File: config.mk
export PLATFORM = sky130hd
export DESIGN_NAME = mux_scan_sequencer_flat
export DESIGN_NICKNAME = d
export VERILOG_FILES = /design/src/rtl/mux_scan_if.sv /design/src/rtl/mux_scan_sequencer.sv /design/src/flat_wrapper.sv
export SDC_FILE = /design/constraint.sdc
export NUM_CORES = 1
export LEC_CHECK = 0
export ABC_AREA = 1
export BUFFER_PORTS_ARGS = -buffer_cell sky130_fd_sc_hd__buf_2
export CAP_MARGIN = 20
export CORE_MARGIN = 2
export CORE_UTILIZATION = 50
export DETAILED_ROUTE_END_ITERATION = 7
export GPL_TIMING_DRIVEN = 0
export PLACE_DENSITY = 0.84
export SLEW_MARGIN = 40
export SYNTH_ARGS = -nofsm -noshare
export SYNTH_HDL_FRONTEND = slang
export SYNTH_SLANG_ARGS = --single-unit
File: constraint.sdc
create_clock -name clk -period 1.4 [get_ports clk]
set_input_delay 0.21 -clock clk [delete_from_list [all_inputs] [get_ports clk]]
set_output_delay 0.21 -clock clk [all_outputs]
set_load 0.02 [all_outputs]
File: src/rtl/mux_scan_if.sv
// Bundles the sequencer's control inputs, its mux-facing select/sample pair and its result outputs.
// The master is the environment: it drives start, auto, ch_mask and y_in. The slave is the sequencer.
interface mux_scan_if;
  logic       start;
  logic       auto;
  logic [3:0] ch_mask;
  logic       y_in;
  logic [1:0] sel;
  logic       busy;
  logic       done;
  logic [3:0] snapshot;
  logic [3:0] delta;

  modport master (
    output start, auto, ch_mask, y_in,
    input  sel, busy, done, snapshot, delta
  );

  modport slave (
    input  start, auto, ch_mask, y_in,
    output sel, busy, done, snapshot, delta
  );
endinterface

File: src/rtl/mux_scan_sequencer.sv
// Round-robin scanner for a 4:1 mux. It steps sel over the enabled channels and samples y_in after
// SETTLE_CYC wait cycles. It publishes a 4-bit snapshot together with the bits that changed since the last one.
module mux_scan_sequencer #(
  parameter int SETTLE_CYC = 1
) (
  input  logic      clk,
  input  logic      rst_n,
  mux_scan_if.slave bus
);

  localparam logic [3:0] SETTLE = 4'(SETTLE_CYC);

  typedef enum logic [1:0] {IDLE, SCAN, DONE} state_t;

  state_t     state;
  logic [3:0] mask_r;
  logic [3:0] shadow;
  logic [3:0] cnt;
  logic [3:0] merged;
  logic [1:0] first_sel;
  logic [1:0] next_sel;
  logic       has_next;
  logic       launch;

  // NOTE: every always_comb output gets a default first so that no path leaves it unassigned (no latch).
  always_comb begin
    first_sel = 2'd0;
    for (int i = 3; i >= 0; i--) begin
      if (bus.ch_mask[i]) first_sel = 2'(i);
    end
  end

  // Next enabled channel strictly above the current one. The scan never wraps.
  always_comb begin
    has_next = 1'b0;
    next_sel = bus.sel;
    for (int i = 3; i >= 0; i--) begin
      if (mask_r[i] && (i > int'(bus.sel))) begin
        has_next = 1'b1;
        next_sel = 2'(i);
      end
    end
  end

  always_comb begin
    merged          = shadow;
    merged[bus.sel] = bus.y_in;
  end

  assign launch = ((state == IDLE) && bus.start) || ((state == DONE) && bus.auto);

  // NOTE: state registers use non-blocking assignments so every flop samples pre-edge values.
  always_ff @(posedge clk or negedge rst_n) begin
    if (!rst_n) begin
      state        <= IDLE;
      mask_r       <= 4'h0;
      shadow       <= 4'h0;
      cnt          <= 4'h0;
      bus.sel      <= 2'd0;
      bus.busy     <= 1'b0;
      bus.done     <= 1'b0;
      bus.snapshot <= 4'h0;
      bus.delta    <= 4'h0;
    end else begin
      bus.done <= 1'b0;
      case (state)
        IDLE, DONE: begin
          if (launch) begin
            mask_r   <= bus.ch_mask;
            shadow   <= 4'h0;
            bus.busy <= 1'b1;
            // The decision uses the mask being latched on this edge, not the stale mask_r.
            if (bus.ch_mask != 4'h0) begin
              bus.sel <= first_sel;
              cnt     <= SETTLE;
              state   <= SCAN;
            end else begin
              bus.snapshot <= 4'h0;
              bus.delta    <= bus.snapshot;
              bus.done     <= 1'b1;
              state        <= DONE;
            end
          end else if (state == DONE) begin
            bus.busy <= 1'b0;
            state    <= IDLE;
          end
        end
        SCAN: begin
          if (cnt != 4'h0) begin
            cnt <= cnt - 4'd1;
          end else begin
            shadow <= merged;
            if (has_next) begin
              bus.sel <= next_sel;
              cnt     <= SETTLE;
            end else begin
              bus.snapshot <= merged;
              bus.delta    <= merged ^ bus.snapshot;
              bus.done     <= 1'b1;
              state        <= DONE;
            end
          end
        end
        default: state <= IDLE;
      endcase
    end
  end

endmodule

File: src/flat_wrapper.sv
// flat-port wrapper written by rule: the top's interface ports become plain ports
module mux_scan_sequencer_flat 
#(
  parameter int SETTLE_CYC = 1
)
  (clk, rst_n, bus_start, bus_auto, bus_ch_mask, bus_y_in, bus_sel, bus_busy, bus_done, bus_snapshot, bus_delta);
  mux_scan_if bus_i ();
  input  logic clk;
  input  logic rst_n;
  input wire logic [$bits(bus_i.start)-1:0] bus_start;
  input wire logic [$bits(bus_i.auto)-1:0] bus_auto;
  input wire logic [$bits(bus_i.ch_mask)-1:0] bus_ch_mask;
  input wire logic [$bits(bus_i.y_in)-1:0] bus_y_in;
  output wire logic [$bits(bus_i.sel)-1:0] bus_sel;
  output wire logic [$bits(bus_i.busy)-1:0] bus_busy;
  output wire logic [$bits(bus_i.done)-1:0] bus_done;
  output wire logic [$bits(bus_i.snapshot)-1:0] bus_snapshot;
  output wire logic [$bits(bus_i.delta)-1:0] bus_delta;
  assign bus_i.start = bus_start;
  assign bus_i.auto = bus_auto;
  assign bus_i.ch_mask = bus_ch_mask;
  assign bus_i.y_in = bus_y_in;
  assign bus_sel = bus_i.sel;
  assign bus_busy = bus_i.busy;
  assign bus_done = bus_i.done;
  assign bus_snapshot = bus_i.snapshot;
  assign bus_delta = bus_i.delta;
  mux_scan_sequencer #(.SETTLE_CYC(SETTLE_CYC)) u_core (.clk(clk), .rst_n(rst_n), .bus(bus_i));
endmodule
==> flow_summary.json <==
{
  "clock_latency_ns": 0.33,
  "ys_types": 25,
  "pwr-share-seq_pct": 31.3,
  "tightest_slew_ns": 0.5536,
  "wl_um": 3171,
  "synthSimpleGateAreaFrac_pct": 35.88,
  "cp_slowest_stage_delay_ns": 0.42,
  "die_area_um2": 3221,
  "status": "finished, final reports clean",
  "cts_tree": "built",
  "critical_path.top_delay_family": "simple AND/OR/NAND/NOR gates",
  "setup_slack_ns": 0.01517,
  "setup_viol": 0,
  "cp_slowest_cell": "dfrtp_1",
  "crit_chain": "inv_2, ha_4, nand3_4, nor2_4, nand2_4, nand2_4, clkbuf_16, o21ai_1",
  "ant_nets": 0,
  "grt_overflow": 0,
  "htree_levels": 1,
  "clkPwrFrac_pct": 8.6,
  "cap_violations": 0,
  "crit_path_end_kind": "flip-flop",
  "min_path_type": "in2reg",
  "fin_crit_sh_pct": 98.92,
  "grt_pass1_wl_um": 4588,
  "peakVddDrop_uv": 1418,
  "synth-adder-area-share_pct": 1.799,
  "place_ws_ns": -0.1268,
  "die_w_um": 56.75,
  "grt_pass1_vias": 1119,
  "p_leak_nw": 0.9400,
  "core_area_um2": 2710,
  "cp_num_buf_inv": 2,
  "critPathArrivalTime_ns": 1.62,
  "grt.met1_usage_pct": 22.93,
  "cpMostUsedCell": "nand2_4",
  "cts.sinks": 25,
  "dr.pass1.iters": 4,
  "fp-row-count": 19,
  "synthCells": 177,
  "crit_fanout": 5,
  "avgSynthCellArea_um2": 7.861,
  "synth_seq_area_share_pct": 44.96,
  "timing.fmax_ghz": 0.7221,
  "clockBufferDepth": 2,
  "drt_iter0_drc": 32,
  "gp_congestion": 0.7959,
  "dpl.cell_count": 228,
  "antennaDiodeCount": 0,
  "antenna_found_initial": 0,
  "internal_power_mw": 2.074,
  "start_util_pct": 51.34,
  "ys_seq_elements": 25,
  "num_vias": 1280,
  "tns_ns": 0,
  "yosys_warnings": 0,
  "synth_nets": 188,
  "finalHoldViolations": 0,
  "io_buffers": 20,
  "critPathRequiredTime_ns": 1.64,
  "met3_usage_pct": 2.074,
  "grt_max_degree": 26,
  "layout.cells.non_filler": 246,
  "period_minus_slack_ns": 1.385,
  "drc": 0,
  "p_sw_share_pct": 48.70,
  "die_y_um": 56.75,
  "ioPinCount": 21,
  "numCtsBuffers": 3,
  "root_buffer": "clkbuf_4",
  "hpwl_um": 2043,
  "via_per_inst": 5.203,
  "relSlewSlack_pct": 63.10,
  "grt.busiest_layer": "met2",
  "drv_slew": 0,
  "switching_power_mw": 1.969,
  "synth_xor_area_share_pct": 0.6295,
  "synth_mux_area_share_pct": 0,
  "syn2layout_area_growth_pct": 26.62,
  "synth_top_family_by_area": "simple AND/OR/NAND/NOR gates",
  "crit_type": "reg2reg",
  "track_usage_pct": 18.27,
  "synth_compound_area_share_pct": 7.104,
  "final_layout_size_suffix_gt1_share_pct": 33.95,
  "clkTransAtPathRegs_ns": 0.14,
  "power_density_nw_per_um2": 2295,
  "fin_nets": 227,
  "crit_path_start_kind": "flip-flop",
  "combPwrFrac_pct": 60.1,
  "fin_skew_ns": 0.002967,
  "wl_per_cell_um": 12.89,
  "grt_use_met2_pct": 30.73,
  "synthesis.area_um2": 1391
}
==> kinds of logic (layout without fill, tap and decap cells) <==
group	count (synthesis)	count (layout)
DFF	25	25
and+or+nand+nor	100	100
adders and majority gates	2	2
buffers and inverters	31	69
xor gates and xnor gates	1	1
AOI/OAI and AO/OA	18	18
==> layout by cell type (no fill, tap or decap) <==
| cell | synthesis | final |
|---|---|---|
| a21oi_1 | 1 | 1 |
| buf_12 | 1 | 2 |
| buf_2 | 1 | 20 |
| buf_4 | 0 | 12 |
| clkbuf_16 | 0 | 1 |
| clkbuf_4 | 0 | 3 |
| clkinvlp_4 | 0 | 1 |
| dfrtp_1 | 25 | 23 |
| dfrtp_2 | 0 | 2 |
| dlygate4sd3_1 | 0 | 1 |
| ha_1 | 2 | 1 |
| ha_4 | 0 | 1 |
| inv_1 | 26 | 23 |
| inv_2 | 3 | 6 |
| nand2_1 | 55 | 53 |
| nand2_2 | 6 | 8 |
| nand2_4 | 2 | 2 |
| nand3_1 | 19 | 16 |
| nand3_2 | 4 | 6 |
| nand3_4 | 1 | 2 |
| nand3b_1 | 1 | 1 |
| nand4_1 | 3 | 3 |
| nor2_1 | 5 | 4 |
| nor2_2 | 1 | 1 |
| nor2_4 | 2 | 3 |
| o21ai_0 | 12 | 10 |
| o21ai_1 | 2 | 3 |
| o21ai_2 | 1 | 1 |
| o21ai_4 | 0 | 1 |
| o21bai_1 | 1 | 1 |
| o31ai_1 | 1 | 1 |
| or2_2 | 1 | 1 |
| xor2_1 | 1 | 1 |
==> timing repair <==
item | CTS | global route
endpoints found under the hold margin | 25 | 0
pin swaps | 1 | 4
hold buffers | 1 | 0
endpoints found under the setup margin | 19 | 16
gates resized for setup | 10 | 11
setup buffers | 2 | 10
gates cloned | 0 | 1
==> path summary, 6_finish.rpt <==
path | from | end | slack, ns | depth (start not counted)
max | u_core.cnt[0] | u_core.bus.snapshot[3] | 0.02 | 8
min | bus_ch_mask[2] | u_core.mask_r[2] | 0.1 | 3
max reg2reg | u_core.cnt[0] | u_core.bus.snapshot[3] | 0.02 | 8
min reg2reg | u_core.bus.busy | u_core.bus.busy | 0.53 | 2
max in group asynchronous | rst_n | u_core.bus.sel[1] | 0.63 | 2
min in group asynchronous | rst_n | u_core.bus.snapshot[2] | 0.38 | 2
==> power by group through the flow <==
stage / logic [mW] / registers [mW] / clock network, mW
after floorplan: 1.34 / 1.40 / 0
after global placement: 1.89 / 1.25 / 0
after detailed placement: 1.96 / 1.26 / 0
after CTS: 2.10 / 1.25 / 0.343
after global routing: 2.67 / 1.30 / 0.384
final: 2.43 / 1.27 / 0.346
==> synthesized netlist by cell type, drive strengths merged <==
cell type,count,share of area (%)
a21oi,1,0.36
buf,2,1.8
dfrtp,25,45
ha,2,1.8
inv,29,7.8
nand2,63,19
nand3,24,11
nand3b,1,0.54
nand4,3,1.3
nor2,8,3.4
o21ai,15,5.7
o21bai,1,0.54
o31ai,1,0.54
or2,1,0.45
xor2,1,0.63
==> area by class of cell <==
type	count	area, um^2
fill	223	948.4
multi-input combinational	121	690.7
sequential	25	628.1
timing repair buffer	34	237.7
inverter	29	108.9
tap	31	38.79
buffer	2	27.53
clock buffer	3	22.52
clock inverter	1	7.507
==> worst reg2reg max path, stage by stage, from the launching register on <==
cell,delay [ns]
dfrtp_1,0.42
inv_2,0.09
ha_4,0.15
nand3_4,0.11
nor2_4,0.12
nand2_4,0.08
nand2_4,0.12
clkbuf_16,0.15
o21ai_1,0.06
==> metal layers <==
metal	share of wire [%]	vias up
met4	1.8	0
met2	52	36
met5	0	-
met3	4.1	7
li1	-	632
met1	42	605
==> through the flow <==
step	util, %	total power, mW	hold WS [ns]	cell area, um^2
global placement	56.46	3.146	0.2247	1530
floorplan	-	2.741	-0.08559	1391
CTS	59.83	3.697	0.1039	1622
finish	65.00	4.043	0.09704	1762
global route	65.00	4.351	0.1093	1762
detailed placement	56.46	3.219	0.2324	1530
==> state kept, by name, indices dropped and copies added (netlist names) <==
register / count
u_core.bus.delta: 4
u_core.mask_r: 3
u_core.state: 2
u_core.bus.snapshot: 4
u_core.bus.busy: 1
u_core.cnt: 4
u_core.bus.done: 1
u_core.shadow: 4
u_core.bus.sel: 2
(Power assumes the default switching activity.)
